## src/rtl/serial_shift_pkg.sv

```systemverilog
// Shared types for the serial shifter: shift modes and FSM states.
// Pure declarations: no latency and no backpressure apply here.
package serial_shift_pkg;

   typedef enum logic [1:0] {
      SH_LSL = 2'b00,
      SH_LSR = 2'b01,
      SH_ASR = 2'b10,
      SH_ROL = 2'b11
   } shift_mode_t;

   typedef enum logic [1:0] {
      ST_IDLE,
      ST_SHIFT,
      ST_DONE
   } shift_state_t;

endpackage

```

## src/rtl/serial_shift_unit_if.sv

```systemverilog
// Request/response bus of the serial shifter, carrying valid/ready on both sides.
// Master side issues requests and consumes responses; slave side is the shifter.
interface serial_shift_unit_if #(
   parameter int WIDTH = 8,
   parameter int AMT_W = 3
);
   logic             req_valid;
   logic             req_ready;
   logic [WIDTH-1:0] din;
   logic [AMT_W-1:0] amt;
   logic [1:0]       mode;
   logic             busy;
   logic             rsp_valid;
   logic             rsp_ready;
   logic [WIDTH-1:0] dout;

   modport master (
      output req_valid, din, amt, mode, rsp_ready,
      input  req_ready, busy, rsp_valid, dout
   );

   modport slave (
      input  req_valid, din, amt, mode, rsp_ready,
      output req_ready, busy, rsp_valid, dout
   );
endinterface

```

## src/rtl/shift_step.sv

```systemverilog
// Combinational single-position shift step (LSL/LSR/ASR, ROL when SERIAL_SHIFT_ROTATE_EN).
// Zero latency and no backpressure; without the macro, mode 11 takes the LSL path.
module shift_step
   import serial_shift_pkg::*;
#(
   parameter int WIDTH = 8
) (
   input  logic [WIDTH-1:0] r_i,
   input  shift_mode_t      mode_i,
   output logic [WIDTH-1:0] r_o
);

   always_comb begin
      r_o = {r_i[WIDTH-2:0], 1'b0};
      case (mode_i)
         SH_LSR:  r_o = {1'b0, r_i[WIDTH-1:1]};
         SH_ASR:  r_o = {r_i[WIDTH-1], r_i[WIDTH-1:1]};
`ifdef SERIAL_SHIFT_ROTATE_EN
         SH_ROL:  r_o = {r_i[WIDTH-2:0], r_i[WIDTH-1]};
`endif
         default: r_o = {r_i[WIDTH-2:0], 1'b0};
      endcase
   end

endmodule

```

## src/rtl/serial_shift_unit.sv

```systemverilog
// Serial shifter applying one bit step per clock; rsp_valid comes amt+1 cycles after the request cycle.
// One request at a time; result held in DONE until rsp_ready. Rotate mode needs SERIAL_SHIFT_ROTATE_EN.
module serial_shift_unit
   import serial_shift_pkg::*;
#(
   parameter int WIDTH = 8,
   parameter int AMT_W = 3
) (
   input  logic               clk,
   input  logic               rst,
   serial_shift_unit_if.slave bus
);

   shift_state_t     state_q, state_d;
   shift_mode_t      mode_q, mode_d;
   logic [WIDTH-1:0] r_q, r_d;
   logic [WIDTH-1:0] dout_q, dout_d;
   logic [AMT_W-1:0] cnt_q, cnt_d;
   logic [WIDTH-1:0] step_r;

   shift_step #(.WIDTH(WIDTH)) u_step (
      .r_i    (r_q),
      .mode_i (mode_q),
      .r_o    (step_r)
   );

   always_ff @(posedge clk) begin
      if (rst) begin
         state_q <= ST_IDLE;
         mode_q  <= SH_LSL;
         r_q     <= '0;
         dout_q  <= '0;
         cnt_q   <= '0;
      end else begin
         state_q <= state_d;
         mode_q  <= mode_d;
         r_q     <= r_d;
         dout_q  <= dout_d;
         cnt_q   <= cnt_d;
      end
   end

   always_comb begin
      state_d = state_q;
      mode_d  = mode_q;
      r_d     = r_q;
      cnt_d   = cnt_q;
      case (state_q)
         ST_IDLE: begin
            if (bus.req_valid) begin
               r_d     = bus.din;
               cnt_d   = bus.amt;
               mode_d  = shift_mode_t'(bus.mode);
               state_d = (bus.amt == '0) ? ST_DONE : ST_SHIFT;
            end
         end
         ST_SHIFT: begin
            r_d   = step_r;
            cnt_d = cnt_q - AMT_W'(1);
            if (cnt_q == AMT_W'(1)) state_d = ST_DONE;
         end
         ST_DONE: begin
            if (bus.rsp_ready) state_d = ST_IDLE;
         end
         default: state_d = ST_IDLE;
      endcase
      // dout only moves when a result lands, so it keeps the last result elsewhere
      dout_d = (state_d == ST_DONE) ? r_d : dout_q;
   end

   always_comb begin
      bus.req_ready = (state_q == ST_IDLE);
      bus.busy      = (state_q == ST_SHIFT) || (state_q == ST_DONE);
      bus.rsp_valid = (state_q == ST_DONE);
      bus.dout      = dout_q;
   end

endmodule

```

## src/flat_wrapper.sv

```systemverilog
// flat-port wrapper written by rule: the top's interface ports become plain ports
module serial_shift_unit_flat import serial_shift_pkg::*;
#(
   parameter int WIDTH = 8,
   parameter int AMT_W = 3
)
  (clk, rst, bus_req_valid, bus_din, bus_amt, bus_mode, bus_rsp_ready, bus_req_ready, bus_busy, bus_rsp_valid, bus_dout);
  serial_shift_unit_if #(.WIDTH(WIDTH), .AMT_W(AMT_W)) bus_i ();
  input  logic clk;
  input  logic rst;
  input wire logic [$bits(bus_i.req_valid)-1:0] bus_req_valid;
  input wire logic [$bits(bus_i.din)-1:0] bus_din;
  input wire logic [$bits(bus_i.amt)-1:0] bus_amt;
  input wire logic [$bits(bus_i.mode)-1:0] bus_mode;
  input wire logic [$bits(bus_i.rsp_ready)-1:0] bus_rsp_ready;
  output wire logic [$bits(bus_i.req_ready)-1:0] bus_req_ready;
  output wire logic [$bits(bus_i.busy)-1:0] bus_busy;
  output wire logic [$bits(bus_i.rsp_valid)-1:0] bus_rsp_valid;
  output wire logic [$bits(bus_i.dout)-1:0] bus_dout;
  assign bus_i.req_valid = bus_req_valid;
  assign bus_i.din = bus_din;
  assign bus_i.amt = bus_amt;
  assign bus_i.mode = bus_mode;
  assign bus_i.rsp_ready = bus_rsp_ready;
  assign bus_req_ready = bus_i.req_ready;
  assign bus_busy = bus_i.busy;
  assign bus_rsp_valid = bus_i.rsp_valid;
  assign bus_dout = bus_i.dout;
  serial_shift_unit #(.WIDTH(WIDTH), .AMT_W(AMT_W)) u_core (.clk(clk), .rst(rst), .bus(bus_i));
endmodule
```

## config.mk

```make
export PLATFORM = sky130hd
export DESIGN_NAME = serial_shift_unit_flat
export DESIGN_NICKNAME = d
export VERILOG_FILES = /design/src/rtl/serial_shift_pkg.sv /design/src/rtl/serial_shift_unit_if.sv /design/src/rtl/shift_step.sv /design/src/rtl/serial_shift_unit.sv /design/src/flat_wrapper.sv
export SDC_FILE = /design/constraint.sdc
export NUM_CORES = 1
export LEC_CHECK = 0
export CORE_MARGIN = 2
export CORE_UTILIZATION = 45
export DETAILED_ROUTE_END_ITERATION = 8
export MAX_ROUTING_LAYER = met4
export PLACE_DENSITY = 0.72
export SLEW_MARGIN = 20
export SYNTH_ARGS = -nofsm -noshare
export SYNTH_HDL_FRONTEND = slang
export SYNTH_HIERARCHICAL = 1
export SYNTH_SLANG_ARGS = --single-unit
```

## constraint.sdc

```tcl
create_clock -name clk -period 2.15 [get_ports clk]
set_clock_uncertainty 0.1 [all_clocks]
set_input_delay 0.215 -clock clk [delete_from_list [all_inputs] [get_ports clk]]
set_output_delay 0.215 -clock clk [all_outputs]
set_load 0.005 [all_outputs]
```

; Word-level counts from Yosys, hierarchy flattened
; Cells that the tools add are included.
[totals]
ff_bits = 23
output_inout_bits = 11
elab_cells = 29
[op_classes]
eq_ne = 7
muxes = 10
add_sub_neg = 1
reduce_logical = 6
[op_table]
columns = cell, n
row1 = case mux 8 bit (2 select lines), 2
row2 = two-way mux 2 bit, 4
row3 = two-way mux 8 bit, 1
row4 = equality test 2 bit (second input constant), 3
row5 = case mux 2 bit (3 select lines), 1
row6 = case mux 3 bit (2 select lines), 1
row7 = equality test 2 x 1 -> 1 bit (second input constant), 2
row8 = AND reduction 2 bit, 2
row9 = equality test 3 x 1 -> 1 bit (second input constant), 1
row10 = logical NOT 3 bit, 1
row11 = two-way mux 3 bit, 1
row12 = subtractor 3 x 1 -> 3 bit (second input constant), 1
row13 = logical NOT 2 bit, 1
row14 = != test 2 bit (second input constant), 1
row15 = nonzero test 2 bit, 1
row16 = logical OR 1 bit, 1

; Longest topological paths before layout
; Gate-level depths: netlist of the first run.
[logic_depth]
word_depth = 5
mapped_depth = 8

; Cells and area by module
; Netlist of the first run, hierarchy kept.
[modules_own_cells]
columns = mod, area_per_inst_um2, cells_per_inst, instances
row1 = serial_shift_unit, 1154.9, 124, 1
row2 = shift_step, 151.4, 28, 1

; Worst setup path before layout of the first run
; Ideal clock, no wire load.
[synth_timing]
path_kind = register -> register
startpoint = reg u_core.state_q[1]
endpoint = reg u_core.dout_q[0] (netlist: u_core/bus.dout[0])
setup_slack_ps = 366
t_required_ps = 1929
path_stages_with_launch = 8
arrival_time_ps = 1564
synth_period_minus_slack_ps = 1784
setup_time_ps = 121
path_cell_list = dfxtp_1 -> inv_1 -> ha_1 -> inv_1 -> nor3_1 -> a211oi_2 -> nand3b_2 -> mux2_2
[synth_between]
elab_chain_cells = 3
elab_cells_between_ends = 9
classes_between = 3 x eq/ne / 5 x mux / 1 x reduce/logical
[synth_rtl]
columns = item, line_no
row1 = from (decl), serial_shift_unit.sv:14  ; shift_state_t state_q, state_d;
row2 = from (signal assigned), serial_shift_unit.sv:35  ; state_q <= state_d;
row3 = equality test 2 bit (tied with other cells), serial_shift_unit.sv:48  ; case (state_q)
row4 = case mux 2 bit (3 select lines), serial_shift_unit.sv:48
row5 = equality test 2 bit, serial_shift_unit.sv:68  ; dout_d = (state_d == ST_DONE) ? r_d : dout_q;
row6 = to (signal assigned), serial_shift_unit.sv:38  ; dout_q <= dout_d;
row7 = to (decl), serial_shift_unit.sv:17  ; logic [WIDTH-1:0] dout_q, dout_d;
; Parallel ways exist; a longest one is shown, timed or not.
; A chain may end at the register's enable or synchronous reset.

; Worst setup path after layout of the first run
[layout_timing]
startpoint = reg u_core.state_q[0]
endpoint = out bus_busy
[layout_between]
elab_chain_cells = 2
elab_cells_between_ends = 3
classes_between = 2 x eq/ne / 1 x reduce/logical
[layout_rtl]
columns = item, line_no
row1 = equality test 2 x 1 -> 1 bit or equality test 2 bit (tied branches), serial_shift_unit.sv:73  ; bus.busy = (state_q == ST_SHIFT) || (state_q == ST_DONE);
row2 = logical OR 1 bit (*), serial_shift_unit.sv:73
row3 = to (decl), flat_wrapper.sv:17  ; output wire logic [$bits(bus_i.busy)-1:0] bus_busy;
; Mark *: on every way between the ends. The rest lies on a longest branch, timed or not.

==> results of run 1 <==
-- flip-flops by register name, indices dropped and copies added, names as in the netlist --
signal	flops
u_core/r_q	8
u_core/mode_q	2
u_core/cnt_q	3
u_core/state_q	2
u_core/bus.dout	8
-- placed cells by master (no fill, tap or decap) --
master | Yosys | final
sky130_fd_sc_hd__ha_1 | 8 | 8
sky130_fd_sc_hd__a221oi_1 | 1 | 1
sky130_fd_sc_hd__a21oi_1 | 13 | 13
sky130_fd_sc_hd__nand3b_4 | 0 | 1
sky130_fd_sc_hd__nor3b_2 | 1 | 1
sky130_fd_sc_hd__buf_4 | 1 | 6
sky130_fd_sc_hd__clkinv_2 | 0 | 1
sky130_fd_sc_hd__o21ai_0 | 19 | 18
sky130_fd_sc_hd__mux2_2 | 16 | 16
sky130_fd_sc_hd__inv_1 | 7 | 7
sky130_fd_sc_hd__nand3_1 | 3 | 3
sky130_fd_sc_hd__o21ai_1 | 0 | 1
sky130_fd_sc_hd__nor3_1 | 2 | 2
sky130_fd_sc_hd__nor2_1 | 7 | 7
sky130_fd_sc_hd__clkbuf_4 | 0 | 3
sky130_fd_sc_hd__a211oi_2 | 1 | 1
sky130_fd_sc_hd__nor2b_1 | 11 | 11
sky130_fd_sc_hd__clkdlybuf4s50_1 | 0 | 27
sky130_fd_sc_hd__nor4b_4 | 1 | 1
sky130_fd_sc_hd__buf_12 | 0 | 1
sky130_fd_sc_hd__nor3b_1 | 1 | 1
sky130_fd_sc_hd__nand2_1 | 21 | 21
sky130_fd_sc_hd__a22oi_1 | 9 | 9
sky130_fd_sc_hd__dfxtp_1 | 23 | 23
sky130_fd_sc_hd__o2bb2ai_1 | 1 | 1
-- worst max-delay path by stage --
stage | from | endpoint | slack, ns
2_1_floorplan | u_core/state_q[1] | u_core/bus.dout[0] | 0.37
4_1_cts | u_core/state_q[1] | u_core/bus.dout[3] | 0.15
6_report | u_core/state_q[0] | bus_busy | 0.18
5_1_grt | u_core/state_q[0] | u_core/bus.dout[3] | 0.02
3_5_place_dp | bus_amt[0] | u_core/bus.dout[3] | 0.04
3_3_place_gp | bus_amt[0] | u_core/bus.dout[2] | 0.09
-- per-stage QoR --
step           hold WS (ns)  util [%]  std cells  cell area [sq um]  power (uW)
4_1_cts               0.342      60.9        215               1680        1020
2_1_floorplan         0.262         -        152               1310         688
3_3_place_gp          0.362      59.9        211               1650         805
3_5_place_dp          0.390      59.9        211               1650         816
5_1_grt               0.359      61.3        215               1690        1080
6_report              0.353      61.3        215               1690        1020
-- layout make-up --
class / count / share of cell area (%)
Multi-Input combinational cell: 116 / 47.4
Sequential cell: 23 / 27.3
Inverter: 7 / 1.56
Tap cell: 31 / 2.30
Timing Repair Buffer: 34 / 19.9
Clock inverter: 1 / 0.296
Clock buffer: 3 / 1.33
-- logic make-up after synthesis --
family          count (synthesis)
compound gates                 44
simple gates                   48
flops                          23
mux                            16
buf+inv                        13
fa+ha+maj                       8
-- metal layers --
metal  up-vias  global-route usage, %
met5         -                      -
met4         0                   7.64
met3         6                   2.46
met2        25                   32.3
met1       529                   23.7
li1        595                      -
-- repair_timing --
action | CTS | global route
endpoints found under the setup margin | 0 | 4
hold buffers | 0 | 0
resized for setup | 0 | 2
buffers inserted | 0 | 0
-- power breakdown --
part | internal [uW] | total (uW) | switching [uW]
combinational | 158 | 318 | 159
sequential | 463 | 493 | 30.5
clock | 69.7 | 206 | 136
total | 691 | 1020 | 326
-- critical path, stage by stage, from the launching register on --
cell and delay (ns):
sky130_fd_sc_hd__dfxtp_1 0.44, sky130_fd_sc_hd__inv_1 0.11, sky130_fd_sc_hd__ha_1 0.30, sky130_fd_sc_hd__clkdlybuf4s50_1 0.49
==> qor.tcl, run 1 <==
set qor(wire_per_inst_microns) 13.7
set qor(p_leak_uw) 0.000660
set qor(grt_first_pass_wirelength_microns) 4950
set qor(tritoncts_buffer_count) 3
set qor(min-delay-start) {bus_mode[1]}
set qor(synth.area.mux_share_pct) 13.8
set qor(routed-wl-met2_microns) 1430
set qor(io_pins) 28
set qor(maxCapViolations) 0
set qor(fp.dieH_microns) 57.9
set qor(finalWorstSetupSlack_ns) 0.183
set qor(maxSlewHeadroom_pct) 59.9
set qor(route.antenna.remaining_nets) 0
set qor(synth_cells) 152
set qor(grt_antenna_before_repair) 0
set qor(synth.largest_area_cell) {sky130_fd_sc_hd__dfxtp_1}
set qor(number_of_drc_violations_after_detailed_routing_iteration_0) 35
set qor(crit_path_end_kind) {output pin}
set qor(synthTopCellsByCount) {sky130_fd_sc_hd__dfxtp_1 (23), sky130_fd_sc_hd__nand2_1 (21), sky130_fd_sc_hd__o21ai_0 (19)}
set qor(grtUsageTotal_pct) 19.4
set qor(die_w_microns) 57.9
set qor(post-route-period-util_pct) 91.5
set qor(largest_net_degree_at_the_start_of_global_routing) 19
set qor(topRoutingLayerUsed) {met4}
set qor(setup_viol) 0
set qor(critical_path.reg2reg.endpoint) {u_core/bus.dout[3]}
set qor(synth.lib_cells_used.distinct) 22
set qor(syn-mean-instance-area_sq_um) 8.59
set qor(cp.required_ns) 1.84
set qor(r2r.worst_path.cells) 7
set qor(synth_compound_area_share_pct) 19.7
set qor(syn-num-nets) 177
set qor(drt_first_pass_iters) 4
set qor(filler_cell_count) 245
set qor(seq_area_sq_um) 460
set qor(pre_cts_slack_ns) 0.0357
set qor(worstSetupPathType) {flip-flop to output pin}
set qor(starting_density_of_the_core_pct) 47.4
set qor(synthToLayoutAreaGrowth_pct) 29.3
set qor(synth_top_family_by_area) {compound AO/OA/AOI/OAI gates}
set qor(synthesis.area_sq_um) 1310
set qor(yosys_register_bits) 23
set qor(asyncSetResetFlopFracSynth_pct) 0
set qor(wl_met3_microns) 92
set qor(cts_tree) {yes}
set qor(detailed_place_hpwl_microns) 2270
set qor(netlist_top_cells_area) {sky130_fd_sc_hd__dfxtp_1 (35%), sky130_fd_sc_hd__mux2_2 (14%), sky130_fd_sc_hd__ha_1 (7.7%)}
set qor(clkTransAtPathRegs_ns) 0.13
set qor(fin_tns_setup_ns) 0
set qor(fp.dieArea_sq_um) 3350
set qor(synth_enable_flop_cells) 0
set qor(synthFlopType) {sky130_fd_sc_hd__dfxtp_1}
set qor(grt_setup_unrepaired) {no}
set qor(first_global_vias) 1155
set qor(worst-slew-pin-transition_ns) 0.600
set qor(sequential_element_share_of_the_synthesized_area_pct) 35.2
set qor(antenna-diode-count) 0
set qor(clock_insertion_delay_worst_skew_ns) 0.32
set qor(drc) 0
set qor(max-vdd-ir-drop_uv) 468
set qor(post-synth-top-count-cell) {sky130_fd_sc_hd__dfxtp_1}
set qor(num_rows) 19
set qor(grt_remaining_overflow) 0
set qor(drt-vias-per-instance) 5.37
set qor(fin_crit_ns) 1.97
set qor(route.layer.met1.wl_microns) 1380
set qor(synth_simple_gate_area_share_pct) 19.4
set qor(num-nets-final) 210
set qor(start_kind) {flip-flop}
set qor(clock_tree.root_cell) {sky130_fd_sc_hd__clkbuf_4}
set qor(post-synth-top-area-fraction_pct) 35.2
set qor(clockBufferDepth) 2
set qor(yosys_warnings) 6
set qor(coreArea_sq_um) 2760
set qor(gp_routability_congestion) 0.876
set qor(worstHoldPathCells) 3
set qor(fraction_of_synthesized_cell_area_in_xor_and_xnor_cells_pct) 0
set qor(cts-htree-levels) 1
set qor(power_density_nw_per_um2) 602
set qor(slew_violations) 0
set qor(yosys.area_share.adder_pct) 7.66
set qor(numClockSinks) 23
set qor(cp_max_fo) 5
set qor(crit_reg_reg_startpoint) {u_core/state_q[1]}
set qor(setup.reg_to_reg.worst_slack_ns) 0.19
set qor(max_freq_mhz) 508
set qor(run_status) {finished, final reports clean}
set qor(worst_hold_path_type) {input port to flip-flop}
set qor(finalHoldViolCount) 0
set qor(multi_input_gate_area_sq_um) 801
set qor(arrival_time_of_the_worst_setup_path_ns) 1.65
set qor(drt_wl_total_microns) 2940
set qor(final_layout_size_suffix_gt1_share_pct) 16.8
set qor(route.vias.total) 1155
set qor(placement.io_buffers) 27
set qor(hold-path-endpoint) {u_core/mode_q[1]}
(Power assumes the default switching activity.)
==> inputs of run 2 (changes only) <==
--- a/config.mk
+++ b/config.mk
@@ -5,6 +5,7 @@
 export SDC_FILE = /design/constraint.sdc
 export NUM_CORES = 1
 export LEC_CHECK = 0
+export ABC_AREA = 0
 export CORE_MARGIN = 2
 export CORE_UTILIZATION = 45
 export DETAILED_ROUTE_END_ITERATION = 8
==> results of run 2 <==
No change in the layout: final DEF, timing and power equal those of run 1.
==> inputs of run 3 (changes only) <==
--- a/config.mk
+++ b/config.mk
@@ -7,10 +7,11 @@
 export LEC_CHECK = 0
 export ABC_AREA = 0
 export CORE_MARGIN = 2
-export CORE_UTILIZATION = 45
+export CORE_UTILIZATION = 61
 export DETAILED_ROUTE_END_ITERATION = 8
+export DONT_BUFFER_PORTS = 1
 export MAX_ROUTING_LAYER = met4
-export PLACE_DENSITY = 0.72
+export PLACE_DENSITY = 0.77
 export SLEW_MARGIN = 20
 export SYNTH_ARGS = -nofsm -noshare
 export SYNTH_HDL_FRONTEND = slang
==> qor.tcl, run 3 (same netlist as run 1, synthesis figures left out) <==
set qor(grt_antenna_before_repair) 0
set qor(starting_density_of_the_core_pct) 65.9
set qor(cp.required_ns) 2.27
set qor(slew_violations) 0
set qor(drc) 0
set qor(finalHoldViolCount) 0
set qor(gp_routability_congestion) 0.910
set qor(grt_setup_unrepaired) {yes}
set qor(crit_path_start) {u_core/mode_q[0]}
set qor(worst_hold_path_type) {input port to flip-flop}
set qor(dp_cells) 178
set qor(fin_area_sq_um) 1420
set qor(mostFrequentLayoutCell) {sky130_fd_sc_hd__dfxtp_1}
set qor(largest_net_degree_at_the_start_of_global_routing) 16
set qor(wl_met3_microns) 143
set qor(most-common-layout-cells) {sky130_fd_sc_hd__dfxtp_1 (23), sky130_fd_sc_hd__nand2_1 (21), sky130_fd_sc_hd__o21ai_0 (18), sky130_fd_sc_hd__mux2_2 (16), sky130_fd_sc_hd__a21oi_1 (13)}
set qor(power_density_nw_per_um2) 673
set qor(crit_path_end_kind) {flip-flop}
set qor(dpl_cell_area_sq_um) 1350
set qor(clock_tree.root_cell) {sky130_fd_sc_hd__clkbuf_4}
set qor(number_of_drc_violations_after_detailed_routing_iteration_0) 27
set qor(worstHoldPathCells) 2
set qor(crit_reg_reg_startpoint) {u_core/mode_q[0]}
set qor(fp.dieArea_sq_um) 2530
set qor(num_rows) 16
set qor(synthToLayoutAreaGrowth_pct) 8.43
set qor(die_w_microns) 50.3
set qor(maxCapViolations) 0
set qor(p_leak_uw) 0.000544
set qor(cp_max_fo) 15
set qor(grt_remaining_overflow) 0
set qor(drt_first_pass_iters) 4
set qor(worstSetupPathType) {flip-flop to flip-flop}
set qor(cts_tree) {yes}
set qor(num-nets-final) 185
set qor(clock_insertion_delay_worst_skew_ns) 0.31
set qor(route.layer.met1.wl_microns) 1260
set qor(routed-wl-met2_microns) 1260
set qor(max_freq_mhz) 508
set qor(tritoncts_buffer_count) 3
set qor(start_kind) {flip-flop}
set qor(antenna-diode-count) 0
set qor(first_global_vias) 1057
set qor(route.antenna.remaining_nets) 0
set qor(grt_first_pass_wirelength_microns) 4610
set qor(filler_cell_count) 168
set qor(clkTransAtPathRegs_ns) 0.13
set qor(arrival_time_of_the_worst_setup_path_ns) 2.09
set qor(run_status) {finished, final reports clean}
set qor(critical_path.reg2reg.endpoint) {u_core/bus.dout[6]}
set qor(max-vdd-ir-drop_uv) 452
set qor(r2r.worst_path.cells) 6
set qor(drt_wl_total_microns) 2710
set qor(maxSlewHeadroom_pct) 60.7
set qor(io_pins) 28
set qor(detailed_place_hpwl_microns) 1920
set qor(wire_per_inst_microns) 14.6
set qor(drt-vias-per-instance) 5.83
set qor(grtUsageTotal_pct) 24.8
set qor(cts-htree-levels) 1
set qor(topRoutingLayerUsed) {met4}
set qor(numClockSinks) 23
set qor(number_of_setup_buffers_added_after_cts) 0
set qor(placement.io_buffers) 0
set qor(fin_crit_ns) 1.97
set qor(final_layout_size_suffix_gt1_share_pct) 17.6
set qor(coreArea_sq_um) 1980
set qor(clockBufferDepth) 2
set qor(non_filler_cells_final) 186
set qor(worst_setup_path_endpoint) {u_core/bus.dout[6]}
set qor(worst-slew-pin-transition_ns) 0.587
set qor(route.vias.total) 1085
set qor(fp.dieH_microns) 50.3
set qor(setup_viol) 0
set qor(setup.reg_to_reg.worst_slack_ns) 0.18
set qor(post-route-period-util_pct) 91.6
[run 3: report_power, final]
group / switching, uW / internal [uW] / total (uW)
Sequential: 30.4 / 463 / 493
Clock: 129 / 72.5 / 201
Combinational: 143 / 116 / 259
[run 3: layout make-up]
| type | count | area [sq um] | area share (%) |
|---|---|---|---|
| clock buffers | 4 | 26.3 | 1.86 |
| inverters | 7 | 26.3 | 1.86 |
| multi-input cells | 116 | 792 | 55.9 |
| flip-flops and latches | 23 | 460 | 32.5 |
| well taps | 27 | 33.8 | 2.39 |
| repair buffers | 9 | 77.6 | 5.48 |
[run 3: metal layers]
metal	up-vias	track usage, %
met5	-	-
met4	0	10.6
met3	4	4.46
met2	30	39.5
met1	504	30.7
li1	547	-
[run 3: worst min path at each step]
stage                      from            endpoint  slack, ns
CTS                         rst  u_core/bus.dout[7]       0.03
global route                rst  u_core/bus.dout[3]       0.05
floorplan           bus_mode[0]    u_core/mode_q[0]       0.26
global placement            rst    u_core/mode_q[0]       0.19
detailed placement          rst    u_core/mode_q[1]       0.19
finish                      rst  u_core/bus.dout[7]       0.04
[run 3: metrics by stage]
step	worst slack [ns]	TNS [ns]	util, %	hold slack [ns]	total power (uW)
floorplan	0.366	0	-	0.262	688
global placement	0.242	0	68.1	0.189	734
detailed placement	0.122	0	68.1	0.191	745
CTS	0.0980	0	71.5	0.0349	952
global route	-0.00298	-0.00298	71.5	0.0473	1010
finish	0.181	0	71.5	0.0373	953
[run 3: what timing repair did]
action	4_1_cts	5_1_grt
resized for setup	0	1
setup endpoints to repair	0	2
endpoints found under the hold margin	15	0
hold buffers	4	0
[run 3: worst max-delay path, stage by stage (launching register included)]
cell and delay (ns):
sky130_fd_sc_hd__dfxtp_1 0.38, sky130_fd_sc_hd__inv_1 0.06, sky130_fd_sc_hd__ha_1 0.53, sky130_fd_sc_hd__o21ai_0 0.18, sky130_fd_sc_hd__a22oi_1 0.21, sky130_fd_sc_hd__a21oi_1 0.12, sky130_fd_sc_hd__mux2_2 0.30
